### src/rtl/store_merge_pkg.sv
// store_merge_pkg: shared types for the store merge unit.
//   state_e : 2-bit FSM encoding (IDLE, RD, MERGE, WR)
//   size_e  : store size codes (BYTE, HALF, WORD)
//   size_of : decodes the SB/SH request strobes into a size code
package store_merge_pkg;

  typedef enum logic [1:0] {
    IDLE  = 2'd0,
    RD    = 2'd1,
    MERGE = 2'd2,
    WR    = 2'd3
  } state_e;

  typedef enum logic [1:0] {
    BYTE = 2'd0,
    HALF = 2'd1,
    WORD = 2'd2
  } size_e;

  // Both strobes set is rejected before this is used, so SB wins arbitrarily.
  function automatic size_e size_of(input logic sb, input logic sh);
    if (sb)      return BYTE;
    else if (sh) return HALF;
    else         return WORD;
  endfunction

endpackage

### src/rtl/byte_lane_merge.sv
// byte_lane_merge: little-endian lane merge of a sub-word store into an
// existing memory word. Purely combinational.
//   old_i    : word previously read from memory
//   new_i    : right-aligned store data
//   offset_i : byte offset within the word (addr[1:0])
//   size_i   : BYTE / HALF / WORD (store_merge_pkg::size_e encoding)
//   merged_o : word to write back
module byte_lane_merge
  import store_merge_pkg::*;
(
  input  logic [31:0] old_i,
  input  logic [31:0] new_i,
  input  logic [1:0]  offset_i,
  input  logic [1:0]  size_i,
  output logic [31:0] merged_o
);

  always_comb begin
    merged_o = old_i;
    case (size_i)
      BYTE: begin
        case (offset_i)
          2'd0: merged_o[7:0]   = new_i[7:0];
          2'd1: merged_o[15:8]  = new_i[7:0];
          2'd2: merged_o[23:16] = new_i[7:0];
          2'd3: merged_o[31:24] = new_i[7:0];
          default: merged_o = old_i;
        endcase
      end
      // offset_i[0] is deliberately ignored: a halfword always lands on the
      // half selected by offset_i[1].
      HALF: begin
        if (offset_i[1]) merged_o[31:16] = new_i[15:0];
        else             merged_o[15:0]  = new_i[15:0];
      end
      default: merged_o = new_i;
    endcase
  end

endmodule

### src/rtl/store_merge_unit.sv
// store_merge_unit: turns byte/halfword/word stores into whole-word
// accesses on a word-addressed memory port (read-modify-write for sub-word
// stores, a single write for word stores).
//   clk, rst_n           : clock, synchronous active-low reset
//   req, addr, wdata     : store request (accepted when req && ready)
//   SB, SH               : byte / halfword store strobes (both 0 = word)
//   ready, done, err     : idle flag, write-cycle pulse, reject pulse
//   mem_addr, mem_rd,
//   mem_rdata, mem_wr,
//   mem_wdata            : memory port; read data arrives one cycle after mem_rd
// Build option: STORE_MERGE_MISALIGN_ERR_EN rejects halfword stores with
// addr[0]=1; without it, addr[0] is ignored for halfwords.
//
// state | meaning
// IDLE  | ready for a request
// RD    | mem_rd issued for the target word
// MERGE | memory returns old word; captured at the end of this cycle
// WR    | merged (or full) word written, done pulses
module store_merge_unit
  import store_merge_pkg::*;
#(
  parameter int AW = 32
) (
  input  logic          clk,
  input  logic          rst_n,
  input  logic          req,
  input  logic [AW-1:0] addr,
  input  logic [31:0]   wdata,
  input  logic          SB,
  input  logic          SH,
  output logic          ready,
  output logic          done,
  output logic          err,
  output logic [AW-1:0] mem_addr,
  output logic          mem_rd,
  input  logic [31:0]   mem_rdata,
  output logic          mem_wr,
  output logic [31:0]   mem_wdata
);

  state_e        state_q, state_d;
  logic [AW-1:0] addr_q;
  logic [31:0]   wdata_q;
  size_e         size_q;
  logic [31:0]   rdata_q;
  logic          err_q;

  logic          accept;
  logic          reject;
  logic [31:0]   merged;

  assign accept = req && (state_q == IDLE);

`ifdef STORE_MERGE_MISALIGN_ERR_EN
  assign reject = (SB && SH) || (SH && addr[0]);
`else
  assign reject = SB && SH;
`endif

  always_comb begin
    state_d = state_q;
    case (state_q)
      IDLE: begin
        if (accept && !reject) state_d = (SB || SH) ? RD : WR;
      end
      RD:      state_d = MERGE;
      MERGE:   state_d = WR;
      WR:      state_d = IDLE;
      default: state_d = IDLE;
    endcase
  end

  always_ff @(posedge clk) begin
    if (!rst_n) begin
      state_q <= IDLE;
      addr_q  <= '0;
      wdata_q <= '0;
      size_q  <= BYTE;
      rdata_q <= '0;
      err_q   <= 1'b0;
    end else begin
      state_q <= state_d;
      err_q   <= accept && reject;
      if (accept && !reject) begin
        addr_q  <= addr;
        wdata_q <= wdata;
        size_q  <= size_of(SB, SH);
      end
      if (state_q == MERGE) rdata_q <= mem_rdata;
    end
  end

  byte_lane_merge u_merge (
    .old_i    (rdata_q),
    .new_i    (wdata_q),
    .offset_i (addr_q[1:0]),
    .size_i   (size_q),
    .merged_o (merged)
  );

  assign ready     = (state_q == IDLE);
  assign mem_rd    = (state_q == RD);
  assign mem_wr    = (state_q == WR);
  assign done      = (state_q == WR);
  assign err       = err_q;
  assign mem_addr  = {addr_q[AW-1:2], 2'b00};
  assign mem_wdata = (state_q == WR) ? merged : 32'h0;

endmodule

### config.mk
export PLATFORM = sky130hd
export DESIGN_NAME = store_merge_unit
export DESIGN_NICKNAME = d
export VERILOG_FILES = /design/src/rtl/store_merge_pkg.sv /design/src/rtl/byte_lane_merge.sv /design/src/rtl/store_merge_unit.sv
export SDC_FILE = /design/constraint.sdc
export NUM_CORES = 1
export LEC_CHECK = 0
export CAP_MARGIN = 20
export CELL_PAD_IN_SITES_DETAIL_PLACEMENT = 0
export CELL_PAD_IN_SITES_GLOBAL_PLACEMENT = 2
export CORE_AREA = 2 2 118 178
export DETAILED_ROUTE_END_ITERATION = 8
export DIE_AREA = 0 0 120 180
export PLACE_DENSITY = 0.85
export SLEW_MARGIN = 15
export SYNTH_ARGS = -nofsm -noshare
export SYNTH_HDL_FRONTEND = slang
export SYNTH_HIERARCHICAL = 1
export SYNTH_SLANG_ARGS = --single-unit
### constraint.sdc
create_clock -name clk -period 2.3 [get_ports clk]
set_input_delay 0.46 -clock clk [delete_from_list [all_inputs] [get_ports clk]]
set_output_delay 0.46 -clock clk [all_outputs]
set_load 0.03 [all_outputs]
==> results_dict.tcl <==
set metrics [dict create \
    status "finished clean" \
    placementRows 64 \
    post_dp_cell_area_sq_um 6910 \
    drt-pass1-iter-count 4 \
    final_area_sq_um 7390 \
    max_vdd_drop_uv 585 \
    initial_core_util 0.257 \
    synth_flop_cell "dfxtp_1" \
    rrSetupSlack_ns 0.64 \
    synth_area_per_cell_sq_um 8.57 \
    detailedPlace.worstSlack_ns -0.0694 \
    critical_path.reg2reg.startpoint "state_q[0]" \
    die-width_microns 120 \
    synth_sequential_area_ratio 0.392 \
    detail_route.iter0.violations 160 \
    timing.max_cap.violations 0 \
    final_nets 833 \
    cp_data_arrival_time_ns 1.81 \
    critical_path.most_common_cell "buf_6" \
    globalRoute.totalOverflow 0 \
    grt_antenna_before_repair 2 \
    gp_routability_congestion 0.860 \
    worstRegToRegCells 6 \
    fmaxAchievable_mhz 440 \
    globalRouteTotalUtil 0.159 \
    cts-buffers-inserted 9 \
    final_core_utilization 0.368 \
    areaGrowthSynthToFinish_pct 43.2 \
    floorplan.core_area_sq_um 20100 \
    grt_pass1_wl_microns 26600 \
    dp.final_hpwl_microns 12500 \
    power_leakage_nw 2.73 \
    worst_setup_path_end_kind "output pin" \
    share_of_post_route_cells_with_drive_strength_above_1 0.176 \
    crit_chain "buf_6 > nor4b_4 > buf_4 > and2_1 > a221o_1 > and2_4 > buf_6" \
    final_hold_viol_count 0 \
    synth-seq-cells 101 \
    worst_path_largest_cell_delay_ns 0.35 \
    timing.final.ws_setup_ns 0.0287 \
    worst_setup_hold_path_clk_slew_ns 0.08 \
    criticalPathCategory "reg -> out" \
    pwr_density_cell_nw_per_um2 832 \
    synth.most_common_cell "dfxtp_1" \
    critPathSlowestCell "dfxtp_2" \
    final.period_utilization 0.988 \
    synth_area_leaders "dfxtp_1, mux2i_1, a21oi_1" \
    detail_route.drc_violations 0 \
    design.portCount 170 \
    fillerInstances 2063 \
    worst_setup_path_startpoint "addr_q[0]" \
    power_switching_mw 2.23 \
    number_of_synthesized_flops_with_an_enable_pin 0 \
    placement.io_buffers 167 \
    setup-violations-final 0 \
    power.share.switching 0.363 \
    finalMaxSlewViolations 0 \
    multiInputGateArea_sq_um 2640 \
    synthesis.yosys.warnings 6 \
    dieHeight_microns 180 \
    synthArstFlopShare 0 \
    drt-vias-per-instance 4.72 \
    clockRootBuffer "clkbuf_16" \
    cts_buffer_depth 2 \
    antenna_left 0 \
    rsz0062_at_grt "true" \
    seqCellArea_sq_um 2030 \
    synth_area_leader_cell "dfxtp_1" \
    cts_num_sinks 101 \
    worstPathRequired_ns 1.84 \
    worst_setup_path_endpoint "mem_wdata[9]" \
    floorplan.die_area_sq_um 21600 \
    cellInternalPower_mw 3.92 \
    total_wire_length_microns 17400 \
    timing.hold.worst.start "addr_q[29]" \
    critical_path_peak_fanout 8 \
    synth_top_area_share 0.392 \
    fin_crit_ns 2.27 \
    post_synth_most_frequent_cells "dfxtp_1, a21oi_1, nand3_1" \
    portion_of_total_power_attributed_to_the_clock_network 0.247 \
    hp-class "reg -> reg" \
    clock_skew_ns 0.00603 \
    h-tree-depth 3 \
    insertion_delay_ns 0.35 \
    via_count 4703 \
    synthCells 602 \
    synth_cell_types 39 \
    grt_start_max_net_pins 77 \
    power.share.sequential 0.372 \
    crit_path_start_kind "register" \
    rr_endpoint "wdata_q[12]" \
    post_synthesis_instance_area_sq_um 5160 \
    combinationalPowerShare 0.381 \
    first_global_vias 4600 \
    wl_per_cell_microns 17.4 \
    clock_tree_from_tritoncts "yes" \
]
==> repair_timing <==
action | in CTS | in global routing
endpoints found under the setup margin | 27 | 33
cloned | 1 | 0
gates resized for setup | 67 | 29
endpoints found under the hold margin | 0 | 0
setup buffers | 2 | 3
pin swaps | 3 | 5
hold buffers | 0 | 0
==> layer usage <==
metal	global-route usage	up-vias	wire, microns
met5	0	-	0
met4	0.0612	0	444
met3	0.0362	25	909
met2	0.282	121	9020
met1	0.184	2218	6990
li1	-	2339	-
==> power groups by stage <==
| stage | clock (mW) | combinational [mW] | sequential (mW) |
|---|---|---|---|
| floorplan | 0 | 1.65 | 2.23 |
| global placement | 0 | 2.26 | 2.32 |
| detailed placement | 0 | 2.27 | 2.32 |
| CTS | 1.56 | 2.32 | 2.28 |
| global route | 1.63 | 2.55 | 2.32 |
| finish | 1.52 | 2.34 | 2.29 |
==> kinds of logic after synthesis <==
kind of cell	after synthesis	synth area share
fa+ha+maj	5	0.0121
buf+inv	91	0.115
simple gates	167	0.168
compound gates	180	0.199
flops	101	0.392
mux	57	0.113
other cells	1	0.000727
==> per-stage QoR <==
step	TNS, ns	cells	hold slack [ns]	total power, mW
6_report	0	997	0.479	6.15
5_1_grt	-0.0756	997	0.494	6.50
4_1_cts	-0.0302	993	0.479	6.17
3_5_place_dp	-0.460	974	0.468	4.59
3_3_place_gp	-0.300	974	0.462	4.58
2_1_floorplan	0	603	0.453	3.87
==> final cells by class <==
class                   instances  share of cell area
multi-input cells             411               0.357
repair buffers                200               0.283
flip-flops and latches        101               0.275
well taps                     264              0.0447
clock buffers                  11              0.0329
clock inverters                 5             0.00576
inverters                       4             0.00220
diodes                          1            0.000339
==> worst min path at each step <==
| stage | endpoint | cells after the start |
|---|---|---|
| floorplan | rdata_q[16] | 2 |
| global placement | addr_q[26] | 2 |
| detailed placement | addr_q[18] | 2 |
| CTS | addr_q[29] | 2 |
| global route | addr_q[29] | 2 |
| finish | addr_q[29] | 2 |
==> flip-flops by register name, summed over array words and instances, names as in the netlist <==
signal	count
err	1
size_q	2
addr_q	32
state_q	2
rdata_q	32
wdata_q	32
==> placed cells by master, fill, tap and decap left out, drive strengths merged, types with 3 or more instances in the layout <==
cell type      instances
clkdlybuf4s50        132
dfxtp                101
o21ai                 77
a21oi                 75
nand3                 64
buf                   63
mux2i                 49
and2                  42
nor2                  33
nand2                 12
clkbuf                11
nor2b                  9
a31oi                  8
a221o                  8
mux2                   8
o221ai                 8
ha                     5
inv                    5
clkinv                 3
==> worst max-delay path: cells and delay by family (launching register included) <==
family	cells	cell delay [ns]
AO/OA/AOI/OAI	1	0.27
buffers and inverters	3	0.41
AND/OR/NAND/NOR	3	0.43
flip-flops	1	0.35
(Power assumes the default switching activity.)
